### src/rtl/imem_resp_if.sv
// Fetch and program-load bus for the instruction memory responder.
// The requester (core/loader) is the master; the memory is the slave.
interface imem_resp_if #(
    parameter int DEPTH = 64
);
    localparam int AW = $clog2(DEPTH);

    logic [31:0]   pc;
    logic          fetch_req;
    logic          ready;
    logic [31:0]   inst;
    logic          inst_valid;
    logic          fault;

    logic          ld_en;
    logic [AW-1:0] ld_addr;
    logic [31:0]   ld_data;

    modport master (
        output pc, fetch_req, ld_en, ld_addr, ld_data,
        input  ready, inst, inst_valid, fault
    );

    modport slave (
        input  pc, fetch_req, ld_en, ld_addr, ld_data,
        output ready, inst, inst_valid, fault
    );
endinterface

### src/rtl/imem_resp.sv
// Fixed-latency instruction fetch responder with a program-load write port.
// One fetch in flight at a time; misaligned or out-of-range fetches return NOP_WORD with fault.
module imem_resp #(
    parameter int          DEPTH    = 64,
    parameter int          LATENCY  = 2,
    parameter logic [31:0] NOP_WORD = 32'h0000_0000
) (
    input  logic       clk,
    input  logic       reset,
    imem_resp_if.slave bus
);
    localparam int         AW       = $clog2(DEPTH);
    localparam logic [3:0] CNT_INIT = 4'(LATENCY - 1);

    typedef enum logic [1:0] {
        IDLE = 2'd0,
        WAIT = 2'd1,
        RESP = 2'd2
    } state_t;

    state_t        state_reg, state_next;
    logic [3:0]    cnt_reg, cnt_next;
    logic [31:0]   pc_q_reg, pc_q_next;
    logic [31:0]   inst_reg, inst_next;
    logic          fault_reg, fault_next;

    logic [31:0]   mem [DEPTH];
    logic [AW-1:0] rd_idx;
    logic          rd_fault;
    logic [31:0]   rd_word;
    logic          load_we;

    // Loads are blocked while reset is held; memory itself is never cleared.
    assign load_we = bus.ld_en && !reset;

    always_ff @(posedge clk) begin
        if (load_we) begin
            mem[bus.ld_addr] <= bus.ld_data;
        end
    end

    assign rd_idx   = pc_q_reg[AW+1:2];
    assign rd_fault = (pc_q_reg[1:0] != 2'b00) || (pc_q_reg[31:2] >= 30'(DEPTH));
    // A load landing on the capture edge wins over the stored word.
    assign rd_word  = (bus.ld_en && (bus.ld_addr == rd_idx)) ? bus.ld_data : mem[rd_idx];

    always_ff @(posedge clk or posedge reset) begin
        if (reset) begin
            state_reg <= IDLE;
            cnt_reg   <= 4'd0;
            pc_q_reg  <= 32'd0;
            inst_reg  <= 32'd0;
            fault_reg <= 1'b0;
        end else begin
            state_reg <= state_next;
            cnt_reg   <= cnt_next;
            pc_q_reg  <= pc_q_next;
            inst_reg  <= inst_next;
            fault_reg <= fault_next;
        end
    end

    always_comb begin
        state_next = state_reg;
        cnt_next   = cnt_reg;
        pc_q_next  = pc_q_reg;
        inst_next  = inst_reg;
        fault_next = fault_reg;

        case (state_reg)
            IDLE, RESP: begin
                if (bus.fetch_req) begin
                    pc_q_next  = bus.pc;
                    cnt_next   = CNT_INIT;
                    state_next = WAIT;
                end else begin
                    state_next = IDLE;
                end
            end
            WAIT: begin
                // Requests arriving here are dropped; ready is low so the requester retries.
                if (cnt_reg != 4'd0) begin
                    cnt_next = cnt_reg - 4'd1;
                end else begin
                    inst_next  = rd_fault ? NOP_WORD : rd_word;
                    fault_next = rd_fault;
                    state_next = RESP;
                end
            end
            default: begin
                state_next = IDLE;
            end
        endcase
    end

    assign bus.ready      = (state_reg != WAIT);
    assign bus.inst_valid = (state_reg == RESP);
    assign bus.inst       = inst_reg;
    assign bus.fault      = fault_reg;
endmodule

### src/flat_wrapper.sv
// flat-port wrapper written by rule: the top's interface ports become plain ports
module imem_resp_flat 
#(
    parameter int          DEPTH    = 64,
    parameter int          LATENCY  = 2,
    parameter logic [31:0] NOP_WORD = 32'h0000_0000
)
  (clk, reset, bus_pc, bus_fetch_req, bus_ld_en, bus_ld_addr, bus_ld_data, bus_ready, bus_inst, bus_inst_valid, bus_fault);
  imem_resp_if #(.DEPTH(DEPTH)) bus_i ();
  input  logic clk;
  input  logic reset;
  input wire logic [$bits(bus_i.pc)-1:0] bus_pc;
  input wire logic [$bits(bus_i.fetch_req)-1:0] bus_fetch_req;
  input wire logic [$bits(bus_i.ld_en)-1:0] bus_ld_en;
  input wire logic [$bits(bus_i.ld_addr)-1:0] bus_ld_addr;
  input wire logic [$bits(bus_i.ld_data)-1:0] bus_ld_data;
  output wire logic [$bits(bus_i.ready)-1:0] bus_ready;
  output wire logic [$bits(bus_i.inst)-1:0] bus_inst;
  output wire logic [$bits(bus_i.inst_valid)-1:0] bus_inst_valid;
  output wire logic [$bits(bus_i.fault)-1:0] bus_fault;
  assign bus_i.pc = bus_pc;
  assign bus_i.fetch_req = bus_fetch_req;
  assign bus_i.ld_en = bus_ld_en;
  assign bus_i.ld_addr = bus_ld_addr;
  assign bus_i.ld_data = bus_ld_data;
  assign bus_ready = bus_i.ready;
  assign bus_inst = bus_i.inst;
  assign bus_inst_valid = bus_i.inst_valid;
  assign bus_fault = bus_i.fault;
  imem_resp #(.DEPTH(DEPTH), .LATENCY(LATENCY), .NOP_WORD(NOP_WORD)) u_core (.clk(clk), .reset(reset), .bus(bus_i));
endmodule
### config.mk
export PLATFORM = sky130hd
export DESIGN_NAME = imem_resp_flat
export DESIGN_NICKNAME = d
export VERILOG_FILES = /design/src/rtl/imem_resp_if.sv /design/src/rtl/imem_resp.sv /design/src/flat_wrapper.sv
export SDC_FILE = /design/constraint.sdc
export NUM_CORES = 2
export LEC_CHECK = 0
export CORE_UTILIZATION = 25
export DETAILED_ROUTE_END_ITERATION = 8
export MAX_ROUTING_LAYER = met4
export PLACE_DENSITY = 0.42
export SYNTH_ARGS = -nofsm -noshare
export SYNTH_HDL_FRONTEND = slang
export SYNTH_SLANG_ARGS = --single-unit
### constraint.sdc
create_clock -name clk -period 2.76 [get_ports clk]
set_clock_uncertainty 0.1 [all_clocks]
set_input_delay 0.276 -clock clk [delete_from_list [all_inputs] [get_ports clk]]
set_output_delay 0.276 -clock clk [all_outputs]
set_load 0.01 [all_outputs]
==> reports/results.tsv <==
stage	metric	value	unit
synth	register area share after synthesis	0.775	
global_routing	M2 GR Usage	0.249	
setup_path	reg-to-reg critical path startpoint	u_core.pc_q_reg[2]	
global_routing	GRT met1 Usage	0.207	
power_and_ir_drop	Leakage	32.6	nW
timing	Tightest Pin Transition	1.12	ns
routing	TritonRoute pass-1 iters	9	
routing	routed vias	41500	
routing	drt drc	26	
power_and_ir_drop	Cell Pwr Density	955	nW/um2
synth	top-area cell type share of the netlist area	0.753	
synth	Synth Flop Type	edfxtp_1	
routing	routed length per instance	28.1	um
timing	Hold Violations, Final	0	
routing	final wirelength	254000	um
setup_path	Worst Path Max Fanout	14	
hold_path	Worst Hold Class	in -> reg	
clocking	clk buf depth	4	
global_routing	vias in the first global route	43200	
place	Port Buf Inserts	108	
setup_path	Critical Path End Type	flip-flop	
synth	Mapped Avg Cell Area	21.9	um2
power_and_ir_drop	total power	97.9	mW
routing	vias per inst	4.59	
clocking	# clock sinks	2119	
cells_and_area	Largest register FFs	2048	
floorplanning	Die ar.	329000	um2
setup_path	Req. time, crit path	3.43	ns
clocking	Worst-Skew Late Latency	0.92	ns
setup_path	register-to-register setup slack	-0.03	ns
synth	leading area contributor after synthesis	edfxtp_1	
routing	Initial DRC Count	3623	
floorplanning	row count	209	
setup_path	CP startpoint kind	flip-flop	
synth	Syn Inst Count	3733	
synth	Synth Register Bits	2119	
timing	Hold WS	0.119	ns
setup_path	CP delay by family, top	buffers and inverters	
cells_and_area	area delta synth->final	25.5	%
clocking	CTS Buf Count	237	
setup_path	r2r endpoint	u_core.bus.inst[29]	
timing	period utilisation layout	1.01	
hold_path	min-delay src	bus_ld_data[28]	
floorplanning	Initial Utilization	0.252	
synth	Net Count, Synth	3808	
synth	Post-synth EDFFs	2048	
run_status	failing checks	design-rule violations, negative setup slack	
global_routing	overall routing resource usage	0.156	
timing	Slew headroom	0.256	
global_routing	most heavily used metal layer in global routing	met2	
global_routing	GRT overflow	0	
hold_path	Hold Path Depth	1	
timing	setup ws final	-0.0251	ns
cells_and_area	share of layout cells above drive strength 1	0.352	
synth	Post-Syn Area	81600	um2
synth	top cells by area, synth	edfxtp_1 75%, mux4_2 13%, dfrtp_1 2.2%, mux2i_1 1.6%, mux2_2 0.80%	
setup_path	critical path class	reg -> reg	
setup_path	Buf+Inv Stages, Crit Path	5	
clocking	CTS tree	done	
timing	timing-limited maximum frequency	0.359	GHz
clocking	H-tree Lvls	4	
global_routing	largest net degree at the start of global routing	72	
floorplanning	Die W	573	um
synth	synth unique cells	63	
setup_path	CP peak stage delay	0.51	ns
hold_path	Worst Hold Path EP	u_core.mem[52][28]	
synth	Yosys warning count	0	
global_routing	met3 Usage GRT	0.0275	
floorplanning	area of the core	325000	um2
floorplanning	num ports	109	
timing	unrepaired setup endpoints after global routing	yes	
floorplanning	DIE HEIGHT	573	um
clocking	Root Driver	clkbuf_16	
setup_path	CP Cell Sequence	buf_12, buf_16, buf_16, buf_12, mux4_2, nor2_1, nor2_1, a211oi_4, buf_4, o31a_1, o21ai_0	
job	max cap viols	0	
setup_path	slowest CP cell	mux4_2	
global_routing	initial antenna violation count	22	
clocking	clock-pin slew on the worst setup and hold paths	0.06	ns
timing	Tmin final	2.79	ns
synth	fraction of registers with async set or reset after synthesis	0.0335	
setup_path	worst reg-to-reg path cell count	11	
place	post-DP HPWL	160000	um
routing	Routed Antenna Nets	0	
timing	Slew Viols, Final	0	
run_status	outcome	finished, violations left	
cells_and_area	# nets final	4593	
place	GP Congestion	0.765	
timing	Setup Viol. Count Final	1	
power_and_ir_drop	worst ir drop on vdd	0.533	mV
setup_path	WP data arrival	3.45	ns
global_routing	first-pass GRT wire length	350000	um
==> report_power, final <==
group          leakage, nW  switching (mW)  internal [mW]
combinational         9.69            16.5           15.2
sequential            19.3           0.387           35.7
clock                 3.57            12.7           17.4
==> repair_timing <==
action | CTS | global route
endpoints found under the setup margin | 32 | 31
cloned | 1 | 4
hold buffers | 59 | 0
buffers inserted | 9 | 39
pin swaps | 5 | 6
gates resized for setup | 31 | 105
hold endpoints to repair | 887 | 0
==> kinds of logic (layout without fill, tap and decap cells) <==
group                      after synthesis  after routing  synth area share
DFF                                   2119           2119             0.775
xor gates and xnor gates                 8              8          0.000858
buffers and inverters                  220           1191            0.0150
AOI/OAI and AO/OA                      378            378            0.0333
muxes                                  668            668             0.156
and+or+nand+nor                        339            339            0.0193
adders and majority gates                1              1          0.000153
other                                    0             10                 0
==> through the flow <==
stage          instance area [um2]  TNS (ns)  setup slack [ns]  instances  utilization
2_1_floorplan                81900   -178.94            -0.360       3733            -
3_3_place_gp                 93500   -138.16             -1.13       8492        0.288
3_5_place_dp                 93500   -113.60             -1.06       8492        0.288
4_1_cts                     102000    -0.230           -0.0938       8986        0.313
5_1_grt                     102000    -0.273           -0.0459       9034        0.316
6_report                    103000   -0.0251           -0.0251       9039        0.316
==> cells in the mapped netlist (15+ instances only) <==
| library cell | instances |
|---|---|
| o21ai_0 | 66 |
| mux4_2 | 481 |
| a211oi_1 | 38 |
| a2111oi_0 | 23 |
| buf_4 | 39 |
| buf_2 | 96 |
| a22o_1 | 15 |
| nand2_1 | 84 |
| a21oi_1 | 16 |
| a22oi_1 | 72 |
| nor2b_1 | 48 |
| mux2i_1 | 129 |
| nor2_1 | 147 |
| buf_6 | 15 |
| o211ai_1 | 21 |
| a221oi_1 | 17 |
| edfxtp_1 | 2048 |
| clkbuf_1 | 55 |
| o22ai_1 | 41 |
| mux2_2 | 58 |
| dfrtp_1 | 71 |
==> area by class of cell <==
type	count	area [um2]
Sequential cell	2119	63300
Multi-Input combinational cell	1394	18200
Timing Repair Buffer	757	8270
Clock inverter	114	975
Clock buffer	311	6320
Tap cell	4325	5410
Inverter	9	42.5
Fill cell	31100	222000
Antenna cell	10	25.0
==> how the worst max path moves through the flow <==
stage	start	endpoint	cells after the start
2_1_floorplan	bus_ld_addr[5]	u_core.mem[35][0]	4
3_3_place_gp	bus_ld_addr[1]	u_core.bus.inst[22]	8
3_5_place_dp	bus_ld_addr[1]	u_core.bus.inst[22]	8
4_1_cts	u_core.pc_q_reg[2]	u_core.bus.inst[29]	11
5_1_grt	u_core.pc_q_reg[2]	u_core.bus.inst[4]	8
6_report	u_core.pc_q_reg[2]	u_core.bus.inst[29]	11
==> worst reg2reg max path, stage by stage (launching register included) <==
cell and delay (ns):
dfrtp_4 0.44, buf_12 0.16, buf_16 0.17, buf_16 0.16, buf_12 0.16, mux4_2 0.52
nor2_1 0.11, nor2_1 0.08, a211oi_4 0.39, buf_4 0.18, o31a_1 0.13, o21ai_0 0.07
==> placed cells by master, fill, tap and decap left out, types with 12 or more instances in the layout <==
master           Yosys  routed
o22ai_1             41      33
clkbuf_16            0     241
bufinv_16            0      15
o21ai_0             66      56
nor2b_1             48      44
nor2_1             147      76
o211ai_1            21      21
a2111oi_0           23      17
clkdlybuf4s50_1      0      76
mux2_2              58      58
buf_4               39     399
a221oi_1            17      15
clkbuf_1            55      63
a21oi_1             16      16
edfxtp_1          2048    2048
dlygate4sd3_1        0      59
buf_12               1     161
mux4_2             481     481
nand3_1             13      12
mux2i_1            129     124
clkinv_2             0      40
nand2_1             84      69
a22o_1              15      15
dfrtp_1             71      66
clkinv_1             0      45
buf_2               96      32
a22oi_1             72      61
nor2_4               0      64
buf_6               15      16
a211oi_1            38      27
nand2_2              0      15
==> metal layers <==
metal,routed length (um),share of wire
met1,114000,0.45
met2,122000,0.48
met3,13300,0.052
met4,5410,0.021
met5,0,0
No activity file was read; power rests on OpenSTA's default activity.
